$ cat config.mk
export PLATFORM = sky130hd
export DESIGN_NAME = i2c_slave_1
export DESIGN_NICKNAME = d
export VERILOG_FILES = /design/src/rtl/i2c_slave_pkg.sv /design/src/rtl/i2c_sync_edge.sv /design/src/rtl/i2c_slave_1.sv
export SDC_FILE = /design/constraint.sdc
export NUM_CORES = 1
export LEC_CHECK = 0
export CAP_MARGIN = 20
export CELL_PAD_IN_SITES_DETAIL_PLACEMENT = 1
export CELL_PAD_IN_SITES_GLOBAL_PLACEMENT = 1
export CORE_ASPECT_RATIO = 2
export CORE_UTILIZATION = 38
export DETAILED_ROUTE_END_ITERATION = 10
export GPL_TIMING_DRIVEN = 1
export PLACE_DENSITY_LB_ADDON = 0.1
export SKIP_LAST_GASP = 1
export SYNTH_ARGS = -nofsm -noshare
export SYNTH_HDL_FRONTEND = slang
export SYNTH_SLANG_ARGS = --single-unit
$ cat constraint.sdc
create_clock -name clk -period 2.65 [get_ports clk]
set_input_delay 0.53 -clock clk [delete_from_list [all_inputs] [get_ports clk]]
set_output_delay 0.53 -clock clk [all_outputs]
set_load 0.01 [all_outputs]
$ cat src/rtl/i2c_slave_pkg.sv
// Shared definitions for the receive-only I2C slave: widths and one-hot state codes.
package i2c_slave_pkg;

   localparam int STATE_W = 6;
   localparam int COUNT_W = 4;
   localparam int BYTE_W  = 8;

   // Value loaded into the bit counter when the data phase begins.
   localparam logic [COUNT_W-1:0] COUNT_LOAD = COUNT_W'(BYTE_W);

   typedef enum logic [STATE_W-1:0] {
      ST_IDLE  = 6'b000001,
      ST_START = 6'b000010,
      ST_SYNC  = 6'b000100,
      ST_DATA  = 6'b001000,
      ST_ACK   = 6'b010000,
      ST_DONE  = 6'b100000
   } state_t;

endpackage

$ cat src/rtl/i2c_sync_edge.sv
// Two-flop synchronizer plus history flop for one I2C line.
// Edges are reported between stage 2 and stage 3; all flops reset to 1 (idle bus).
module i2c_sync_edge
(
   input  logic clk,
   input  logic reset,
   input  logic din,
   output logic level,
   output logic rise,
   output logic fall
);

   // sync_reg[0] = stage 1, sync_reg[1] = stage 2, sync_reg[2] = history
   logic [2:0] sync_reg;

   // Shift the asynchronous line through the synchronizer chain.
   always_ff @(posedge clk or posedge reset) begin
      if (reset)
         sync_reg <= 3'b111;
      else
         sync_reg <= {sync_reg[1:0], din};
   end

   assign level = sync_reg[1];
   assign rise  = sync_reg[1] & ~sync_reg[2];
   assign fall  = ~sync_reg[1] & sync_reg[2];

endmodule

$ cat src/rtl/i2c_slave_1.sv
// Receive-only I2C slave: detects START/STOP, skips one setup pulse, shifts in
// one byte MSB first, samples the ACK bit and returns to idle.
// Optional macro I2C_SLAVE_ADDR_FILTER_EN: only store bytes whose [7:5] equals addr.
module i2c_slave_1
   import i2c_slave_pkg::*;
(
   input  logic               clk,
   input  logic               reset,
   input  logic [2:0]         addr,
   input  logic [BYTE_W-1:0]  data_wr,
   output logic [BYTE_W-1:0]  data_rd,
   input  logic               rw,
   input  logic               scl,
   input  logic               sda,
   output logic               busy,
   output logic [STATE_W-1:0] state,
   output logic [COUNT_W-1:0] count,
   output logic               i2c_clk
);

   logic scl_sync, scl_rise, scl_fall;
   logic sda_sync, sda_rise, sda_fall;
   logic start_det, stop_det;
   logic filter_pass;
   logic unused_inputs;

   state_t              state_reg, state_next;
   logic [BYTE_W-1:0]   shift_reg, shift_next;
   logic [BYTE_W-1:0]   byte_next;
   logic [COUNT_W-1:0]  count_reg, count_next;
   logic [BYTE_W-1:0]   data_rd_reg, data_rd_next;

   i2c_sync_edge u_scl_sync (
      .clk   (clk),
      .reset (reset),
      .din   (scl),
      .level (scl_sync),
      .rise  (scl_rise),
      .fall  (scl_fall)
   );

   i2c_sync_edge u_sda_sync (
      .clk   (clk),
      .reset (reset),
      .din   (sda),
      .level (sda_sync),
      .rise  (sda_rise),
      .fall  (sda_fall)
   );

   assign start_det = sda_fall & scl_sync;
   assign stop_det  = sda_rise & scl_sync;

   // Shift register contents after the current sampling edge.
   assign byte_next = {shift_reg[BYTE_W-2:0], sda_sync};

`ifdef I2C_SLAVE_ADDR_FILTER_EN
   assign filter_pass   = (byte_next[7:5] == addr);
   assign unused_inputs = ^data_wr;
`else
   assign filter_pass   = 1'b1;
   assign unused_inputs = ^{data_wr, addr};
`endif

   // State, shift register, bit counter and output byte registers.
   always_ff @(posedge clk or posedge reset) begin
      if (reset) begin
         state_reg   <= ST_IDLE;
         shift_reg   <= '0;
         count_reg   <= '0;
         data_rd_reg <= '0;
      end else begin
         state_reg   <= state_next;
         shift_reg   <= shift_next;
         count_reg   <= count_next;
         data_rd_reg <= data_rd_next;
      end
   end

   // Next-state logic; STOP aborts and repeated START restarts from any active state.
   always_comb begin
      state_next   = state_reg;
      shift_next   = shift_reg;
      count_next   = count_reg;
      data_rd_next = data_rd_reg;
      if (state_reg != ST_IDLE && stop_det) begin
         state_next = ST_IDLE;
         count_next = '0;
      end else if (start_det) begin
         state_next = ST_START;
         shift_next = '0;
         count_next = '0;
      end else begin
         case (state_reg)
            ST_IDLE: begin
               state_next = ST_IDLE;
            end
            ST_START: begin
               if (scl_fall)
                  state_next = ST_SYNC;
            end
            ST_SYNC: begin
               // Dummy setup pulse: no data sampled here.
               if (scl_rise) begin
                  state_next = ST_DATA;
                  count_next = COUNT_LOAD;
               end
            end
            ST_DATA: begin
               if (scl_rise) begin
                  shift_next = byte_next;
                  if (count_reg != '0)
                     count_next = count_reg - 1'b1;
                  if (count_reg == COUNT_W'(1)) begin
                     state_next = ST_ACK;
                     if (rw && filter_pass)
                        data_rd_next = byte_next;
                  end
               end
            end
            ST_ACK: begin
               // ACK or NACK both proceed; the bit value is not acted on.
               if (scl_rise)
                  state_next = ST_DONE;
            end
            ST_DONE: begin
               if (scl_rise && sda_sync)
                  state_next = ST_IDLE;
            end
            default: begin
               state_next = ST_IDLE;
               count_next = '0;
            end
         endcase
      end
   end

   assign busy    = (state_reg != ST_IDLE);
   assign state   = state_reg;
   assign count   = count_reg;
   assign data_rd = data_rd_reg;
   assign i2c_clk = scl_sync;

endmodule

# After elaboration in Yosys (flattened, before gate mapping)
# Index checks and enable logic that the tools add are counted.
# totals
register_bits,31
out_inout_bits,20
# classes
n_addsub,1
eq_ne,16
muxes,18
n_bitwise,12
reduce_logical,10
# ops
cell,count
$mux W6,8
$pmux W6 S5,1
$ne A4 B4 Y1 const B,7
$mux W7,3
$mux W4,5
$pmux W4 S3,1
$reduce_and A6 Y1,2
$and A1 B1 Y1,6
$eq A6 B1 Y1 const B,1
$eq A6 B2 Y1 const B,1
$eq A6 B3 Y1 const B,1
$eq A6 B4 Y1 const B,1
$eq A6 B5 Y1 const B,1
$eq A6 B6 Y1 const B,1
$ne A6 B1 Y1 const B,1
$not A1 Y1,6
$eq A4 B1 Y1 const B,1
$reduce_and A4 Y1,1
$reduce_bool A2 Y1,2
$reduce_bool A4 Y1,1
$reduce_or A4 Y1,1
$sub A4 B1 Y4 const B,1
$ne A3 B1 Y1 const B,1
$reduce_and A3 Y1,1
$logic_and A1 B1 Y1,2

# Longest topological paths before layout
# logic_depth
depth_word,7
depth_mapped,8

# By module
# Synthesis repeated with hierarchy kept, for this count alone.
# hier_totals
hier_cells,136
area_unflattened_um2,1555.2
# by_module_without_submodules
mod,instances,cells_per_inst,area_each_um2,seq_area_each_um2
i2c_slave_1,1,124,1360.1,626.9
i2c_sync_edge,2,6,97.6,78.8

# Least setup slack after synthesis
# OpenSTA, ideal clock, no wires.
# synth_path
path_type,register to register
from,register state_reg[4] (netlist: state[4])
to,register state_reg[3] (netlist: state[3])
setup_time_ns,0.125
t_arrival_ns,2.073
t_required_ns,2.525
setup_slack_ns,0.452
path_stages_with_launch,8
path_buffers,2
period_less_slack_ns,2.198
path_cell_list,dfrtp_1 buf_6 or4b_4 o21a_1 a211oi_2 and3_1 buf_6 mux2_4
# synth_via
elab_chain_cells,4
elab_cells_between_ends,17
# synth_lines
element,line,text
start: declaration,i2c_slave_1.sv:27,"state_t state_reg, state_next;"
start signal: assignment,i2c_slave_1.sv:73,state_reg <= state_next;
"$eq A6 B6 Y1, or another cell as far along",i2c_slave_1.sv:94,case (state_reg)
$pmux W6 S5 / $logic_and A1 B1 Y1 (equally long branches),"i2c_slave_1.sv:94, i2c_slave_1.sv:86",
$mux W6 / $ne A4 B4 Y1 (equally long branches),-,
$mux W6 / $reduce_and A6 Y1 (equally long branches),-,
# Parallel ways exist; a longest one is shown, timed or not.
# A chain may end at the register's enable or synchronous reset.

# Worst setup path after layout
# layout_path
from,register state_reg[5] (netlist: state[5])
to,output port busy
# layout_via
elab_chain_cells,1
# layout_lines
element,line,text
$ne A6 B1 Y1,i2c_slave_1.sv:138,assign busy = (state_reg != ST_IDLE);
end: declaration,i2c_slave_1.sv:15,"output logic busy,"
# Every way passes these cells.

==> out/results.txt <==
Ys async rst share: 100%
Placer congestion estimate: 0.850
Slew @ Worst Pin: 551 ps
Inst Count DP: 224
Synth area leaders: dfrtp_1 (38%), dfstp_2 (12%), mux2_2 (4.9%), mux2i_1 (4.4%), nor2_1 (3.5%)
#FFs+latches synth: 31
Yosys top cell by area: dfrtp_1
H-tree levels: 2
Clk root buf: clkbuf_8
Post-synth EDFFs: 0
Power per Cell Area: 482 nW/µm²
Row count: 33
Combinational Power Share: 6.5%
DR vias: 1286
CTS Buffer Depth: 2
DR vias/cell: 5.54
CP startpoint kind: register
Seq/Total Area, Yosys: 49.3%
Io pins: 36
Post-DP HPWL: 3040 µm
Maximum number of pins on one net before global-route repair: 32
Cts repair resizes: 0
Synth Net Count: 166
Setup Fix Bufs, Post-CTS: 0
Cells along the critical path: nor3_1 -> nand3_1 -> clkdlybuf4s50_1
Sw Share: 22.8%
Nets: 197
Antenna-violating nets left: 0
Overall Power: 0.969 mW
Core Util, Final: 49.6%
Status: finished, final reports clean
WHS: 352 ps
Syn. warnings: 0
Clock sinks: 31
Mapped cell area: 1590 µm²
DP Area: 1910 µm²
WP data required: 2120 ps
Worst hold path class: reg -> reg
Die area: 4470 µm²
First-pass GRT wire length: 6410 µm
CORE AREA: 4050 µm²
Power share of the sequential group: 51.3%
Post-Layout Cell Count: 232
Clock latency at the later pin of the worst-skew pair: 280 ps
Final min period: 2450 ps
# DRC: 0
P_leak: 0.914 nW
Max Clk Rate: 409 MHz
Yosys cell types: 44
CP Max Fanout: 9
Post-route worst setup slack: 204 ps
Kind of critical path: reg -> out
Syn_area_per_cell: 10.8 µm²
Avg WL per Cell: 17.4 µm
Cell-internal power: 0.748 mW
Slowest cell delay on critical path: 520 ps
Initial Utilization: 39.4%
Final Hold Fails: 0
Final setup fails: 0
Initial antenna violation count: 0
TritonCTS buffer count: 5
Slew headroom: 63.0%
Fin. max-slew vios: 0
Setup repair after global routing missed its margin: false
Slowest cell on crit path: nor3_1
DIE HEIGHT: 93.6 µm
Critical Path AT: 1920 ps
Max reg flops: 8
Clk slew on worst S/H paths: 70 ps
Crit. End Element: primary output
Congestion Overflow GR: 0
Vias in the first global route: 1352
Critical path's top delay family: simple AND/OR/NAND/NOR gates
Period utilization: 92.3%
Ant. Diodes: 0
Max-Cap Viols: 0
CTS tree: yes
Post-Route WL: 4050 µm
Clock share of power: 42.2%
Yosys top cell area share: 37.7%
Final Skew: 5.14 ps
Die X: 47.8 µm
Number of detailed-route iterations in the first pass: 4
Hold Buf Count CTS: 0
Overall global routing resource usage: 20.9%
Top FF cell, synth: dfrtp_1
IO Port Bufs: 24
Post-Syn Instances: 148
TNS Setup: 0 ps
Fin area: 2010 µm²
Sw Pwr: 0.221 mW
Layout cells sized above 1: 21.1%
Area Overhead vs Synth: 26.1%
Buf+Inv Stages, Crit Path: 1
1st-iter DRT viols: 30
VDD IR-drop max: 0.000279 V
Post-Place Worst Slack: 414 ps
-- cells in the mapped netlist, drive strengths merged (3+ instances only) --
cell	count
a211oi	4
a21oi	4
buf	6
dfrtp	24
dfstp	7
inv	7
mux2	9
mux2i	7
nand2	7
nand2b	5
nand3	5
nor2	15
nor3	5
o211ai	3
o21ai	10
xor2	3
-- cell families (layout without fill, tap and decap cells) --
logic type | count (synthesis) | in the layout | share of synthesized area [%]
AND/OR/NAND/NOR | 48 | 48 | 16.6
AO/OA/AOI/OAI | 33 | 33 | 15.2
flip-flops | 31 | 31 | 49.3
multiplexers | 16 | 16 | 11.0
buffers and inverters | 15 | 47 | 4.79
XOR/XNOR | 3 | 3 | 1.65
adder cells (fa/ha/maj) | 2 | 2 | 1.57
-- path summary, 6_finish.rpt --
| check | slack [ps] | end | cells after the start | start |
|---|---|---|---|---|
| worst max-delay path | 200 | busy | 3 | state[5]$_DFFE_PP0P_ |
| worst min-delay path | 350 | u_scl_sync.sync_reg[1]$_DFF_PP1_ | 0 | u_scl_sync.sync_reg[0]$_DFF_PP1_ |
| worst max register to register | 400 | state[3]$_DFFE_PP0P_ | 5 | state[4]$_DFFE_PP0P_ |
| worst min register to register | 350 | u_scl_sync.sync_reg[1]$_DFF_PP1_ | 0 | u_scl_sync.sync_reg[0]$_DFF_PP1_ |
| min in group asynchronous | 640 | state[2]$_DFFE_PP0P_ | 3 | reset |
| max in group asynchronous | 1690 | u_sda_sync.sync_reg[0]$_DFF_PP1_ | 3 | reset |
-- power by group through the flow --
stage          Combinational, mW  Clock, mW  Sequential (mW)
2_1_floorplan             0.0382          0            0.498
3_3_place_gp              0.0608          0            0.504
3_5_place_dp              0.0630          0            0.505
4_1_cts                   0.0632      0.425            0.497
5_1_grt                   0.0694      0.449            0.498
6_report                  0.0626      0.409            0.497
-- routing by layer --
metal  track usage (%)  wire, µm  vias to the layer above
met2              36.4      2350                       30
met3              4.44        91                       12
met4              11.3       132                        0
met5                 0         0                        -
met1              21.4      1470                      657
li1                  -         -                      587
-- layout make-up --
type                       count  area, µm²
clock buffer                   8        100
timing repair buffer          32        300
fill                         489       2040
inverter                       7       26.3
sequential                    31        785
multi-input combinational    102        732
tap                           52       65.1
-- cells in the final DEF (no fill, tap or decap), types with 3 or more instances in the layout --
master / n
a21oi_1: 4
buf_4: 8
clkbuf_8: 7
clkdlybuf4s50_1: 24
dfrtp_1: 24
dfstp_2: 7
inv_1: 7
mux2_2: 7
mux2i_1: 7
nand2_1: 7
nand2b_1: 5
nand3_1: 5
nor2_1: 15
nor3_1: 3
o211ai_1: 3
o21ai_0: 10
xor2_1: 3
No activity file was read; power rests on OpenSTA's default activity.
